File: src/rtl/mc_ctrl_pkg.sv
// -----------------------------------------------------------------------------
// mc_ctrl_pkg
// Shared definitions for the multicycle CPU control unit:
//   - state_t      : FSM state encoding (also exported on state_o for debug)
//   - OP_* / FN_*  : OPCODE and FUNCT values understood by the decoder
//   - ALU_*        : ALU_Control encodings
//   - SRCB_*, PCSRC_*, REGDST_*, DATA_* : datapath mux-select encodings
//   - ctrl_t       : packed control vector produced by mc_ctrl_decode
//   - is_add_sub() : true for the R-type functs that can overflow
// -----------------------------------------------------------------------------
package mc_ctrl_pkg;

    typedef enum logic [4:0] {
        S_RESET      = 5'd0,
        S_FETCH      = 5'd1,
        S_FETCH_WAIT = 5'd2,
        S_IR_LOAD    = 5'd3,
        S_DECODE     = 5'd4,
        S_R_EXEC     = 5'd5,
        S_R_WB       = 5'd6,
        S_I_EXEC     = 5'd7,
        S_I_WB       = 5'd8,
        S_MEM_ADDR   = 5'd9,
        S_LW_READ    = 5'd10,
        S_LW_WAIT    = 5'd11,
        S_LW_MDR     = 5'd12,
        S_LW_WB      = 5'd13,
        S_SW_WRITE   = 5'd14,
        S_BRANCH     = 5'd15,
        S_JUMP       = 5'd16,
        S_EPC_SAVE   = 5'd17,
        S_EXC_JUMP   = 5'd18,
        S_MD_START   = 5'd19,
        S_MD_WAIT    = 5'd20,
        S_MF_WB      = 5'd21
    } state_t;

    // OPCODE field
    localparam logic [5:0] OP_RTYPE = 6'h00;
    localparam logic [5:0] OP_J     = 6'h02;
    localparam logic [5:0] OP_BEQ   = 6'h04;
    localparam logic [5:0] OP_BNE   = 6'h05;
    localparam logic [5:0] OP_ADDI  = 6'h08;
    localparam logic [5:0] OP_LW    = 6'h23;
    localparam logic [5:0] OP_SW    = 6'h2B;

    // FUNCT field (R-type only)
    localparam logic [5:0] FN_MFHI  = 6'h10;
    localparam logic [5:0] FN_MFLO  = 6'h12;
    localparam logic [5:0] FN_MULT  = 6'h18;
    localparam logic [5:0] FN_DIV   = 6'h1A;
    localparam logic [5:0] FN_ADD   = 6'h20;
    localparam logic [5:0] FN_SUB   = 6'h22;
    localparam logic [5:0] FN_AND   = 6'h24;

    // ALU operations
    localparam logic [2:0] ALU_LOAD = 3'b000;
    localparam logic [2:0] ALU_ADD  = 3'b001;
    localparam logic [2:0] ALU_SUB  = 3'b010;
    localparam logic [2:0] ALU_AND  = 3'b011;

    // ALU operand B
    localparam logic [1:0] SRCB_B       = 2'b00;
    localparam logic [1:0] SRCB_4       = 2'b01;
    localparam logic [1:0] SRCB_IMM     = 2'b10;
    localparam logic [1:0] SRCB_IMM_SL2 = 2'b11;

    // PC source
    localparam logic [1:0] PCSRC_ALU    = 2'b00;
    localparam logic [1:0] PCSRC_ALUOUT = 2'b01;
    localparam logic [1:0] PCSRC_JUMP   = 2'b10;
    localparam logic [1:0] PCSRC_EXC    = 2'b11;

    // Register-file write address
    localparam logic [1:0] REGDST_RT = 2'b00;
    localparam logic [1:0] REGDST_RD = 2'b01;

    // Register-file write data
    localparam logic [1:0] DATA_ALUOUT = 2'b00;
    localparam logic [1:0] DATA_MDR    = 2'b01;
    localparam logic [1:0] DATA_HI     = 2'b10;
    localparam logic [1:0] DATA_LO     = 2'b11;

    typedef struct packed {
        logic       pc_write;
        logic       mem_write;
        logic       ir_write;
        logic       reg_write;
        logic       ab_write;
        logic       alu_out_write;
        logic       mdr_write;
        logic       epc_write;
        logic       hi_write;
        logic       lo_write;
        logic       md_start;
        logic       iord;
        logic       alu_src_a;
        logic [1:0] alu_src_b;
        logic [1:0] pc_source;
        logic [1:0] reg_dst;
        logic [1:0] data_src;
        logic [2:0] alu_control;
    } ctrl_t;

    function automatic logic is_add_sub(input logic [5:0] funct);
        return (funct == FN_ADD) || (funct == FN_SUB);
    endfunction

endpackage

File: src/rtl/mc_ctrl_decode.sv
// -----------------------------------------------------------------------------
// mc_ctrl_decode
// Combinational state -> control-vector table. Everything defaults to zero,
// so only the signals a state actually needs are listed.
// Build option: MULT_DIV_EN enables the MD_START / MD_WAIT / MF_WB rows;
// without it md_start, HIWrite and LOWrite stay 0.
// Ports:
//   state   in  current FSM state
//   opcode  in  IR[31:26] (selects beq vs bne in BRANCH)
//   funct   in  IR[5:0]   (ALU op in R_EXEC, HI vs LO in MF_WB)
//   eq      in  ALU A==B flag
//   md_done in  mult/div completion pulse
//   ctrl    out control vector
// -----------------------------------------------------------------------------
module mc_ctrl_decode
    import mc_ctrl_pkg::*;
(
    input  state_t     state,
    input  logic [5:0] opcode,
    input  logic [5:0] funct,
    input  logic       eq,
    input  logic       md_done,
    output ctrl_t      ctrl
);

`ifndef MULT_DIV_EN
    logic unused_md_done;
    assign unused_md_done = md_done;
`endif

    always_comb begin
        ctrl = '0;
        case (state)
            S_FETCH: begin
                ctrl.alu_src_b   = SRCB_4;
                ctrl.alu_control = ALU_ADD;
                ctrl.pc_source   = PCSRC_ALU;
                ctrl.pc_write    = 1'b1;
            end
            S_IR_LOAD: ctrl.ir_write = 1'b1;
            S_DECODE: begin
                // A/B latch the register operands while the ALU
                // precomputes the branch target into ALUOut.
                ctrl.ab_write      = 1'b1;
                ctrl.alu_src_b     = SRCB_IMM_SL2;
                ctrl.alu_control   = ALU_ADD;
                ctrl.alu_out_write = 1'b1;
            end
            S_R_EXEC: begin
                ctrl.alu_src_a     = 1'b1;
                ctrl.alu_src_b     = SRCB_B;
                ctrl.alu_out_write = 1'b1;
                case (funct)
                    FN_ADD:  ctrl.alu_control = ALU_ADD;
                    FN_SUB:  ctrl.alu_control = ALU_SUB;
                    FN_AND:  ctrl.alu_control = ALU_AND;
                    default: ctrl.alu_control = ALU_LOAD;
                endcase
            end
            S_R_WB: begin
                ctrl.reg_dst   = REGDST_RD;
                ctrl.data_src  = DATA_ALUOUT;
                ctrl.reg_write = 1'b1;
            end
            S_I_EXEC, S_MEM_ADDR: begin
                ctrl.alu_src_a     = 1'b1;
                ctrl.alu_src_b     = SRCB_IMM;
                ctrl.alu_control   = ALU_ADD;
                ctrl.alu_out_write = 1'b1;
            end
            S_I_WB: begin
                ctrl.reg_dst   = REGDST_RT;
                ctrl.reg_write = 1'b1;
            end
            // Address stays on ALUOut for the whole memory access.
            S_LW_READ, S_LW_WAIT: ctrl.iord = 1'b1;
            S_LW_MDR: ctrl.mdr_write = 1'b1;
            S_LW_WB: begin
                ctrl.data_src  = DATA_MDR;
                ctrl.reg_dst   = REGDST_RT;
                ctrl.reg_write = 1'b1;
            end
            S_SW_WRITE: begin
                ctrl.iord      = 1'b1;
                ctrl.mem_write = 1'b1;
            end
            S_BRANCH: begin
                ctrl.alu_src_a   = 1'b1;
                ctrl.alu_src_b   = SRCB_B;
                ctrl.alu_control = ALU_SUB;
                ctrl.pc_source   = PCSRC_ALUOUT;
                ctrl.pc_write    = (opcode == OP_BNE) ? !eq : eq;
            end
            S_JUMP: begin
                ctrl.pc_source = PCSRC_JUMP;
                ctrl.pc_write  = 1'b1;
            end
            S_EPC_SAVE: begin
                // PC already points past the faulting instruction.
                ctrl.alu_src_a   = 1'b0;
                ctrl.alu_src_b   = SRCB_4;
                ctrl.alu_control = ALU_SUB;
                ctrl.epc_write   = 1'b1;
            end
            S_EXC_JUMP: begin
                ctrl.pc_source = PCSRC_EXC;
                ctrl.pc_write  = 1'b1;
            end
`ifdef MULT_DIV_EN
            S_MD_START: ctrl.md_start = 1'b1;
            S_MD_WAIT: begin
                ctrl.hi_write = md_done;
                ctrl.lo_write = md_done;
            end
            S_MF_WB: begin
                ctrl.reg_dst   = REGDST_RD;
                ctrl.data_src  = (funct == FN_MFHI) ? DATA_HI : DATA_LO;
                ctrl.reg_write = 1'b1;
            end
`endif
            default: ctrl = '0;
        endcase
    end

endmodule

File: src/rtl/mc_control_unit.sv
// -----------------------------------------------------------------------------
// mc_control_unit
// Multicycle control FSM for the single-datapath CPU. Holds the state
// register, the memory wait counter and the next-state/dispatch logic;
// control outputs come from mc_ctrl_decode.
// Build option: MULT_DIV_EN adds mult/div/mfhi/mflo; otherwise those functs
// raise the undefined-instruction exception.
// Parameters:
//   MEM_WAIT   extra cycles between address issue and valid memory data (0..3)
//   EXC_VECTOR exception PC, applied by the datapath when PCSource=11
// Ports:
//   clock, reset                 clock, async active-high reset
//   OPCODE, FUNCT                instruction fields from IR
//   Overflow, EQ                 ALU flags
//   md_done                      mult/div done pulse
//   PCWrite..md_start            write enables / start pulse
//   IorD, ALUSrcA, ALUSrcB, PCSource, RegDst, DataSrc, ALU_Control  selects
//   state_o                      current state (debug)
// -----------------------------------------------------------------------------
module mc_control_unit
    import mc_ctrl_pkg::*;
#(
    parameter int          MEM_WAIT   = 1,
    parameter logic [31:0] EXC_VECTOR = 32'h0000_00FC
) (
    input  logic       clock,
    input  logic       reset,
    input  logic [5:0] OPCODE,
    input  logic [5:0] FUNCT,
    input  logic       Overflow,
    input  logic       EQ,
    input  logic       md_done,
    output logic       PCWrite,
    output logic       MemWrite,
    output logic       IRWrite,
    output logic       RegWrite,
    output logic       ABWrite,
    output logic       ALUOutControl,
    output logic       MDRWrite,
    output logic       EPCWrite,
    output logic       HIWrite,
    output logic       LOWrite,
    output logic       md_start,
    output logic       IorD,
    output logic       ALUSrcA,
    output logic [1:0] ALUSrcB,
    output logic [1:0] PCSource,
    output logic [1:0] RegDst,
    output logic [1:0] DataSrc,
    output logic [2:0] ALU_Control,
    output logic [4:0] state_o
);

    // Terminal count of the wait counter; meaningless when MEM_WAIT==0
    // because the wait states are then skipped entirely.
    localparam logic [1:0] WAIT_LAST = 2'(MEM_WAIT - 1);

    // The vector value itself lives in the datapath PC mux; it is a
    // parameter here so the whole CPU is configured from one place.
    logic [31:0] unused_exc_vector;
    assign unused_exc_vector = EXC_VECTOR;

    state_t     state_reg, state_next;
    logic [1:0] wait_cnt_reg, wait_cnt_next;
    ctrl_t      ctrl;

    always_ff @(posedge clock or posedge reset) begin
        if (reset) begin
            state_reg    <= S_RESET;
            wait_cnt_reg <= 2'd0;
        end else begin
            state_reg    <= state_next;
            wait_cnt_reg <= wait_cnt_next;
        end
    end

    always_comb begin
        state_next    = state_reg;
        wait_cnt_next = 2'd0;   // cleared in every state that is not counting
        case (state_reg)
            S_RESET:   state_next = S_FETCH;
            S_FETCH:   state_next = (MEM_WAIT == 0) ? S_IR_LOAD : S_FETCH_WAIT;
            S_FETCH_WAIT: begin
                if (wait_cnt_reg == WAIT_LAST) state_next = S_IR_LOAD;
                else wait_cnt_next = wait_cnt_reg + 2'd1;
            end
            S_IR_LOAD: state_next = S_DECODE;
            S_DECODE: begin
                case (OPCODE)
                    OP_RTYPE: begin
                        case (FUNCT)
                            FN_ADD, FN_SUB, FN_AND: state_next = S_R_EXEC;
`ifdef MULT_DIV_EN
                            FN_MULT, FN_DIV:        state_next = S_MD_START;
                            FN_MFHI, FN_MFLO:       state_next = S_MF_WB;
`endif
                            default:                state_next = S_EPC_SAVE;
                        endcase
                    end
                    OP_ADDI:       state_next = S_I_EXEC;
                    OP_LW, OP_SW:  state_next = S_MEM_ADDR;
                    OP_BEQ, OP_BNE: state_next = S_BRANCH;
                    OP_J:          state_next = S_JUMP;
                    default:       state_next = S_EPC_SAVE;
                endcase
            end
            // "and" cannot overflow, so only add/sub divert to the exception.
            S_R_EXEC:   state_next = (Overflow && is_add_sub(FUNCT)) ? S_EPC_SAVE : S_R_WB;
            S_I_EXEC:   state_next = Overflow ? S_EPC_SAVE : S_I_WB;
            S_MEM_ADDR: state_next = (OPCODE == OP_LW) ? S_LW_READ : S_SW_WRITE;
            S_LW_READ:  state_next = (MEM_WAIT == 0) ? S_LW_MDR : S_LW_WAIT;
            S_LW_WAIT: begin
                if (wait_cnt_reg == WAIT_LAST) state_next = S_LW_MDR;
                else wait_cnt_next = wait_cnt_reg + 2'd1;
            end
            S_LW_MDR:   state_next = S_LW_WB;
            S_EPC_SAVE: state_next = S_EXC_JUMP;
            S_MD_START: state_next = S_MD_WAIT;
            S_MD_WAIT:  if (md_done) state_next = S_FETCH;
            S_R_WB, S_I_WB, S_LW_WB, S_SW_WRITE, S_BRANCH, S_JUMP,
            S_EXC_JUMP, S_MF_WB:
                        state_next = S_FETCH;
            default:    state_next = S_RESET;
        endcase
    end

    mc_ctrl_decode u_decode (
        .state   (state_reg),
        .opcode  (OPCODE),
        .funct   (FUNCT),
        .eq      (EQ),
        .md_done (md_done),
        .ctrl    (ctrl)
    );

    assign PCWrite       = ctrl.pc_write;
    assign MemWrite      = ctrl.mem_write;
    assign IRWrite       = ctrl.ir_write;
    assign RegWrite      = ctrl.reg_write;
    assign ABWrite       = ctrl.ab_write;
    assign ALUOutControl = ctrl.alu_out_write;
    assign MDRWrite      = ctrl.mdr_write;
    assign EPCWrite      = ctrl.epc_write;
    assign HIWrite       = ctrl.hi_write;
    assign LOWrite       = ctrl.lo_write;
    assign md_start      = ctrl.md_start;
    assign IorD          = ctrl.iord;
    assign ALUSrcA       = ctrl.alu_src_a;
    assign ALUSrcB       = ctrl.alu_src_b;
    assign PCSource      = ctrl.pc_source;
    assign RegDst        = ctrl.reg_dst;
    assign DataSrc       = ctrl.data_src;
    assign ALU_Control   = ctrl.alu_control;
    assign state_o       = state_reg;

endmodule

File: config.mk
export PLATFORM = sky130hd
export DESIGN_NAME = mc_control_unit
export DESIGN_NICKNAME = d
export VERILOG_FILES = /design/src/rtl/mc_ctrl_pkg.sv /design/src/rtl/mc_ctrl_decode.sv /design/src/rtl/mc_control_unit.sv
export SDC_FILE = /design/constraint.sdc
export NUM_CORES = 1
export LEC_CHECK = 0
export CORE_MARGIN = 5
export CORE_UTILIZATION = 35
export CTS_CLUSTER_DIAMETER = 200
export DETAILED_ROUTE_END_ITERATION = 8
export PLACE_DENSITY = 0.68
export REMOVE_ABC_BUFFERS = 1
export SKIP_LAST_GASP = 1
export SLEW_MARGIN = 20
export SYNTH_ARGS = -nofsm -noshare
export SYNTH_HDL_FRONTEND = slang
export SYNTH_SLANG_ARGS = --single-unit
File: constraint.sdc
create_clock -name clock -period 5.17 [get_ports clock]
set_clock_uncertainty 0.1 [all_clocks]
set_input_delay 0.7755 -clock clock [delete_from_list [all_inputs] [get_ports clock]]
set_output_delay 0.7755 -clock clock [all_outputs]
set_load 0.02 [all_outputs]
==> qor.txt, run 1 <==
Status -> complete, no violations
Dominant cell type by area after synthesis -> dfrtp_1
Top cells by count, synth -> nor2_1, a21oi_1, nand2b_1
Die Area -> 0.00426 mm^2
Worst R2R Path Depth -> 4
CP max stage cell -> dfrtp_1
Mapped Cells -> 155
Vias -> 1297
Final WL -> 3.29 mm
Setup bufs post-CTS -> 0
Rows -> 20
Period minus WS final -> 3.69 ns
Max_slew headroom -> 43.0%
Fraction of layout cells with a size suffix above 1 -> 5.38%
Num ports -> 46
Core outline area -> 0.00298 mm^2
Least-Margin Pin Slew -> 0.855 ns
Unrepaired setup endpoints after global routing -> false
Number of vias per cell -> 5.92
Worst Path Required -> 4.29 ns
Total negative slack -> 0 ns
Most common cell in the netlist -> nor2_1
#FFs+latches synth -> 7
DRC -> 0
Main area contributors after synthesis -> dfrtp_1, nor2_1, a21oi_1
Number of global-route vias before repair -> 1209
Final HPWL DP -> 2.39 mm
# diodes -> 0
Number of enable flip-flop cells after synthesis -> 0
Max reg flops -> 5
Initial Util -> 35.9%
MaxCap Viol Count -> 0
Remaining Overflow, GRT -> 0
Port buffer count -> 39
Gr usage total -> 15.9%
Pin count of the biggest net entering global routing -> 32
Final Hold Viols -> 0
Internal power -> 285 uW
Max clock buf depth -> 2
Count of final setup violators -> 0
Root buffer cell -> clkbuf_4
Synth Flop Type -> dfrtp_1
Hold Crit Class -> reg -> reg
Routed len/inst -> 15.0 um
Clock share of power -> 8.0%
CP endpoint kind -> output port
NetSw -> 331 uW
CTS resizes -> 0
CTS Buf Count -> 3
Post-synth cell types -> 49
Crit Path Class -> reg -> out
Post-synth ARST share -> 100%
FMAX -> 271 MHz
First-pass GRT wire length -> 5.53 mm
Slew Viols, Final -> 0
Worst VDD drop -> 226 uV
Gp weighted congestion -> 0.885
Clock transition at the registers of the reported paths -> 0.05 ns
Area Growth Syn to Fin -> 35.9%
Final layout net count -> 206
DRT iter0 DRCs -> 35
Die Ht -> 65.3 um
H-tree levels -> 1
Startpoint Class -> register
Share of power burned in registers -> 26.2%
Routed Antenna Nets -> 0
Sequential area share after synthesis -> 16.4%
Synth top area share -> 16.4%
Comb power frac -> 65.8%
Final setup margin -> 1.48 ns
Sw frac -> 53.7%
Cts hold-fix bufs -> 0
Synthesized area per cell -> 6.89 um^2
Critical path data arrival time -> 2.81 ns
Leak Pwr -> 0.523 nW
Worst skew pair latency -> 0.25 ns
Sink Count -> 7
Max incr delay on CP -> 0.84 ns
Initial antenna violation count -> 0
Hold Path Cell Cnt -> 2
Chip width -> 65.3 um
CP max FO -> 24
Cell Area, Synth -> 0.00107 mm^2
Fin crit share -> 71.3%
PwrDens -> 424 mW/mm^2
TritonCTS clock tree -> built
DRT Pass-1 Iters -> 4
YS warnings -> 0
Setup WS pre-CTS -> 1.51 ns
Critical-path cell list -> inv_1, nor2_1, a31oi_1, o32ai_1, clkdlybuf4s50_1
## kinds of logic after synthesis
group / Yosys count / share of synthesized area, %
other: 1 / 0.351
flip-flops: 7 / 16.4
adder cells (fa/ha/maj): 2 / 2.34
AO/OA/AOI/OAI: 45 / 27.5
XOR/XNOR: 3 / 2.46
AND/OR/NAND/NOR: 72 / 38.9
buffers and inverters: 24 / 11.1
multiplexers: 1 / 0.937
## final timing paths
| check | from | endpoint | slack, ns |
|---|---|---|---|
| worst max-delay path | state_o[0]$_DFFE_PP0P_ | ALU_Control[0] | 1.48 |
| worst min-delay path | wait_cnt_reg[1]$_DFF_PP0_ | wait_cnt_reg[0]$_DFF_PP0_ | 0.52 |
| worst max register to register | state_o[2]$_DFFE_PP0P_ | state_o[2]$_DFFE_PP0P_ | 2.95 |
| worst min register to register | wait_cnt_reg[1]$_DFF_PP0_ | wait_cnt_reg[0]$_DFF_PP0_ | 0.52 |
| max in group asynchronous | reset | state_o[3]$_DFFE_PP0P_ | 4.11 |
| min in group asynchronous | reset | wait_cnt_reg[0]$_DFF_PP0_ | 0.64 |
## power groups by stage
stage | clock (mW) | sequential (mW) | combinational, mW
after floorplan | 0 | 0.148 | 0.229
after global placement | 0 | 0.158 | 0.401
after detailed placement | 0 | 0.160 | 0.405
after CTS | 0.0512 | 0.159 | 0.408
after global routing | 0.0571 | 0.170 | 0.439
final | 0.0493 | 0.162 | 0.405
## per-stage QoR
stage / instance area [um^2] / power (mW) / instances / hold WS, ns / utilization, %
detailed placement: 1430 / 0.565 / 215 / 0.512 / 47.9
global placement: 1430 / 0.559 / 215 / 0.488 / 47.9
finish: 1450 / 0.616 / 219 / 0.520 / 48.8
CTS: 1450 / 0.618 / 219 / 0.527 / 48.8
floorplan: 995 / 0.377 / 143 / 0.479 / -
global route: 1450 / 0.666 / 219 / 0.589 / 48.8
## final cells by class
cell class,count,area (um^2)
Fill cell,324,1530
Tap cell,33,41.3
Multi-Input combinational cell,129,793
Sequential cell,7,175
Inverter,7,26.3
Timing Repair Buffer,39,390
Clock buffer,4,26.3
## cells in the final DEF, fill, tap and decap left out, types with 4 or more instances in the layout
cell type         n
a21oi_1          13
a31oi_1           6
clkdlybuf4s50_1  39
conb_1            6
dfrtp_1           7
inv_1             7
nand2_1           4
nand2b_1         10
nor2_1           20
nor3_1            7
o21ai_0           7
## critical path, delay by kind of cell (launching register included)
kind,cells,cell delay (ns)
compound gates,2,0.34
simple gates,1,0.37
flops,1,0.84
buf+inv,2,0.99
## routing by layer
metal	GRT usage [%]	share of wire, %	vias up
met5	0	0	-
met4	5.70	1.2	0
met3	4.10	6.9	7
met2	24.5	48	56
met1	21.3	44	610
li1	-	-	624
Power figures use the tool's default switching activity.
==> run 2: changes to the inputs <==
--- a/config.mk
+++ b/config.mk
@@ -9,7 +9,7 @@
 export CORE_UTILIZATION = 35
 export CTS_CLUSTER_DIAMETER = 200
 export DETAILED_ROUTE_END_ITERATION = 8
-export PLACE_DENSITY = 0.68
+export PLACE_DENSITY = 0.71
 export REMOVE_ABC_BUFFERS = 1
 export SKIP_LAST_GASP = 1
 export SLEW_MARGIN = 20
==> constraint.sdc (replaced) <==
create_clock -name clock -period 3.1 [get_ports clock]
set_clock_uncertainty 0.1 [all_clocks]
set_input_delay 0.465 -clock clock [delete_from_list [all_inputs] [get_ports clock]]
set_output_delay 0.465 -clock clock [all_outputs]
set_load 0.02 [all_outputs]
==> qor.txt, run 2 (synthesized netlist as in run 1, its figures left out) <==
Number of global-route vias before repair -> 1223 (was 1209)
Pin count of the biggest net entering global routing -> 24 (was 32)
Worst skew pair latency -> 0.25 ns (about the same)
Fin crit share -> 94.6%
Gp weighted congestion -> 0.884 (was 0.885)
Num ports -> 46 (unchanged)
Dpl cell area -> 0.00149 mm^2 (was 0.00143 mm^2)
First-pass GRT wire length -> 5.67 mm (was 5.53 mm)
Post-route cell area -> 0.00153 mm^2 (was 0.00145 mm^2)
Max clock buf depth -> 2 (unchanged)
Delay-heaviest family, CP -> simple AND/OR/NAND/NOR gates (was buffers and inverters)
TritonCTS clock tree -> built (unchanged)
Final HPWL DP -> 2.67 mm (was 2.39 mm)
Routed len/inst -> 15.1 um (was 15.0 um)
Die Area -> 0.00426 mm^2 (unchanged)
DRT iter0 DRCs -> 82 (was 35)
FMAX -> 341 MHz
# diodes -> 0 (unchanged)
CTS Buf Count -> 3 (unchanged)
Period minus WS final -> 2.93 ns
Hold Crit Class -> in -> async (was reg -> reg)
Comb power frac -> 76.8% (was 65.8%)
Vias -> 1303 (was 1297)
Critical path data arrival time -> 2.37 ns (was 2.81 ns)
Fin Hold WS -> 0.342 ns (was 0.520 ns)
Initial Util -> 35.9% (unchanged)
Setup bufs post-CTS -> 0 (unchanged)
Filler instances -> 299 (was 324)
CP max stage cell -> clkdlybuf4s50_1 (was dfrtp_1)
Internal power -> 523 uW (was 285 uW)
Total power -> 1.09 mW (was 616 uW)
Final setup margin -> 0.168 ns (was 1.48 ns)
Final Core Density -> 51.3% (was 48.8%)
Gr usage total -> 16.5% (was 15.9%)
Slew Viols, Final -> 0 (unchanged)
Final layout net count -> 215 (was 206)
Rows -> 20 (unchanged)
Clock share of power -> 7.5% (was 8.0%)
PwrDens -> 714 mW/mm^2 (was 424 mW/mm^2)
Cts hold-fix bufs -> 0 (unchanged)
Most common cell after layout, fill and taps aside -> clkdlybuf4s50_1 (unchanged)
CP max FO -> 14 (was 24)
Max incr delay on CP -> 0.61 ns (was 0.84 ns)
Number of vias per cell -> 5.71 (was 5.92)
Critical-path cell list -> nor4b_2, nand2_1, o221a_2, nor2_1, clkdlybuf4s50_1 (was inv_1, nor2_1, a31oi_1, o32ai_1, clkdlybuf4s50_1)
Final Hold Viols -> 0 (unchanged)
Initial antenna violation count -> 0 (unchanged)
Core outline area -> 0.00298 mm^2 (unchanged)
RR Startpoint -> state_o[1]$_DFFE_PP0P_ (was state_o[2]$_DFFE_PP0P_)
Worst R2R Path Depth -> 5 (was 4)
Port buffer count -> 39 (unchanged)
CP endpoint kind -> output port (unchanged)
Status -> complete, no violations (unchanged)
Die Ht -> 65.3 um (unchanged)
Leak Pwr -> 0.570 nW (was 0.523 nW)
Clock transition at the registers of the reported paths -> 0.05 ns (about the same)
R2R Setup Slk -> 0.98 ns (was 2.95 ns)
Crit Reg-Reg Endpoint -> state_o[0]$_DFFE_PP0P_ (was state_o[2]$_DFFE_PP0P_)
Chip width -> 65.3 um (unchanged)
Unrepaired setup endpoints after global routing -> false (unchanged)
Max reg flops -> 5 (unchanged)
Area Growth Syn to Fin -> 42.9% (was 35.9%)
WP buf/inv -> 1 (was 2)
Commonest cells after routing, fill and taps aside -> clkdlybuf4s50_1, nor2_1, a21oi_1 (unchanged)
Fraction of layout cells with a size suffix above 1 -> 10.3% (was 5.38%)
Total negative slack -> 0 ns (unchanged)
Non-Filler Instances -> 228 (was 219)
Worst VDD drop -> 268 uV (was 226 uV)
Crit Path Class -> reg -> out (unchanged)
Routed Antenna Nets -> 0 (unchanged)
Startpoint Class -> register (unchanged)
Count of final setup violators -> 0 (unchanged)
Final WL -> 3.45 mm (was 3.29 mm)
Setup WS pre-CTS -> 0.156 ns (was 1.51 ns)
Share of power burned in registers -> 15.7% (was 26.2%)
DRT Pass-1 Iters -> 4 (unchanged)
MaxCap Viol Count -> 0 (unchanged)
Crit path depth -> 5 (unchanged)
H-tree levels -> 1 (unchanged)
Worst Path Required -> 2.53 ns (was 4.29 ns)
DRC -> 0 (unchanged)
Root buffer cell -> clkbuf_4 (unchanged)
Sink Count -> 7 (unchanged)
Remaining Overflow, GRT -> 0 (unchanged)
Sw frac -> 52.1% (was 53.7%)
Dpl cells -> 224 (was 215)
NetSw -> 568 uW (was 331 uW)
[run 2: routing by layer]
| layer | GRT usage [%] | routed length [um] | up-vias |
|---|---|---|---|
| met2 | 27.6 | 1660 | 61 |
| met3 | 3.42 | 214 | 0 |
| met5 | 0 | 0 | - |
| li1 | - | - | 643 |
| met1 | 22.3 | 1570 | 599 |
| met4 | 2.33 | 0 | 0 |
[run 2: power by group through the flow]
stage	Clock (mW)	Combinational [mW]	Sequential [mW]
CTS	0.0854	0.833	0.171
detailed placement	0	0.827	0.170
finish	0.0813	0.838	0.172
global placement	0	0.818	0.168
global route	0.0948	0.903	0.180
floorplan	0	0.382	0.247
[run 2: layout make-up]
type	instances	area [um^2]	share of cell area, %
clock buffers	4	26.3	1.72
inverters	7	26.3	1.72
multi-input cells	129	800	52.4
flip-flops and latches	7	175	11.5
well taps	33	41.3	2.70
repair buffers	48	458	30.0
[run 2: worst register-to-register path: cells and delay by family (launching register included)]
family | cells | cell delay (ns)
AO/OA/AOI/OAI | 2 | 0.31
buffers and inverters | 1 | 0.26
flip-flops | 1 | 0.54
AND/OR/NAND/NOR | 2 | 0.77
[run 2: worst max path at each step]
stage / startpoint / to / slack, ns
finish: state_o[1]$_DFFE_PP0P_ / ALU_Control[1] / 0.17
global placement: FUNCT[0] / ALU_Control[1] / 0.17
floorplan: state_o[2]$_DFFE_PP0P_ / ALU_Control[0] / 0.63
global route: state_o[1]$_DFFE_PP0P_ / ALU_Control[1] / 0.02
detailed placement: FUNCT[3] / ALU_Control[1] / 0.16
CTS: state_o[1]$_DFFE_PP0P_ / ALU_Control[1] / 0.15
[run 2: timing repair]
item / in CTS / in global routing
endpoints found under the hold margin: 0 / 0
endpoints found under the setup margin: 1 / 0
resized for setup: 1 / 0
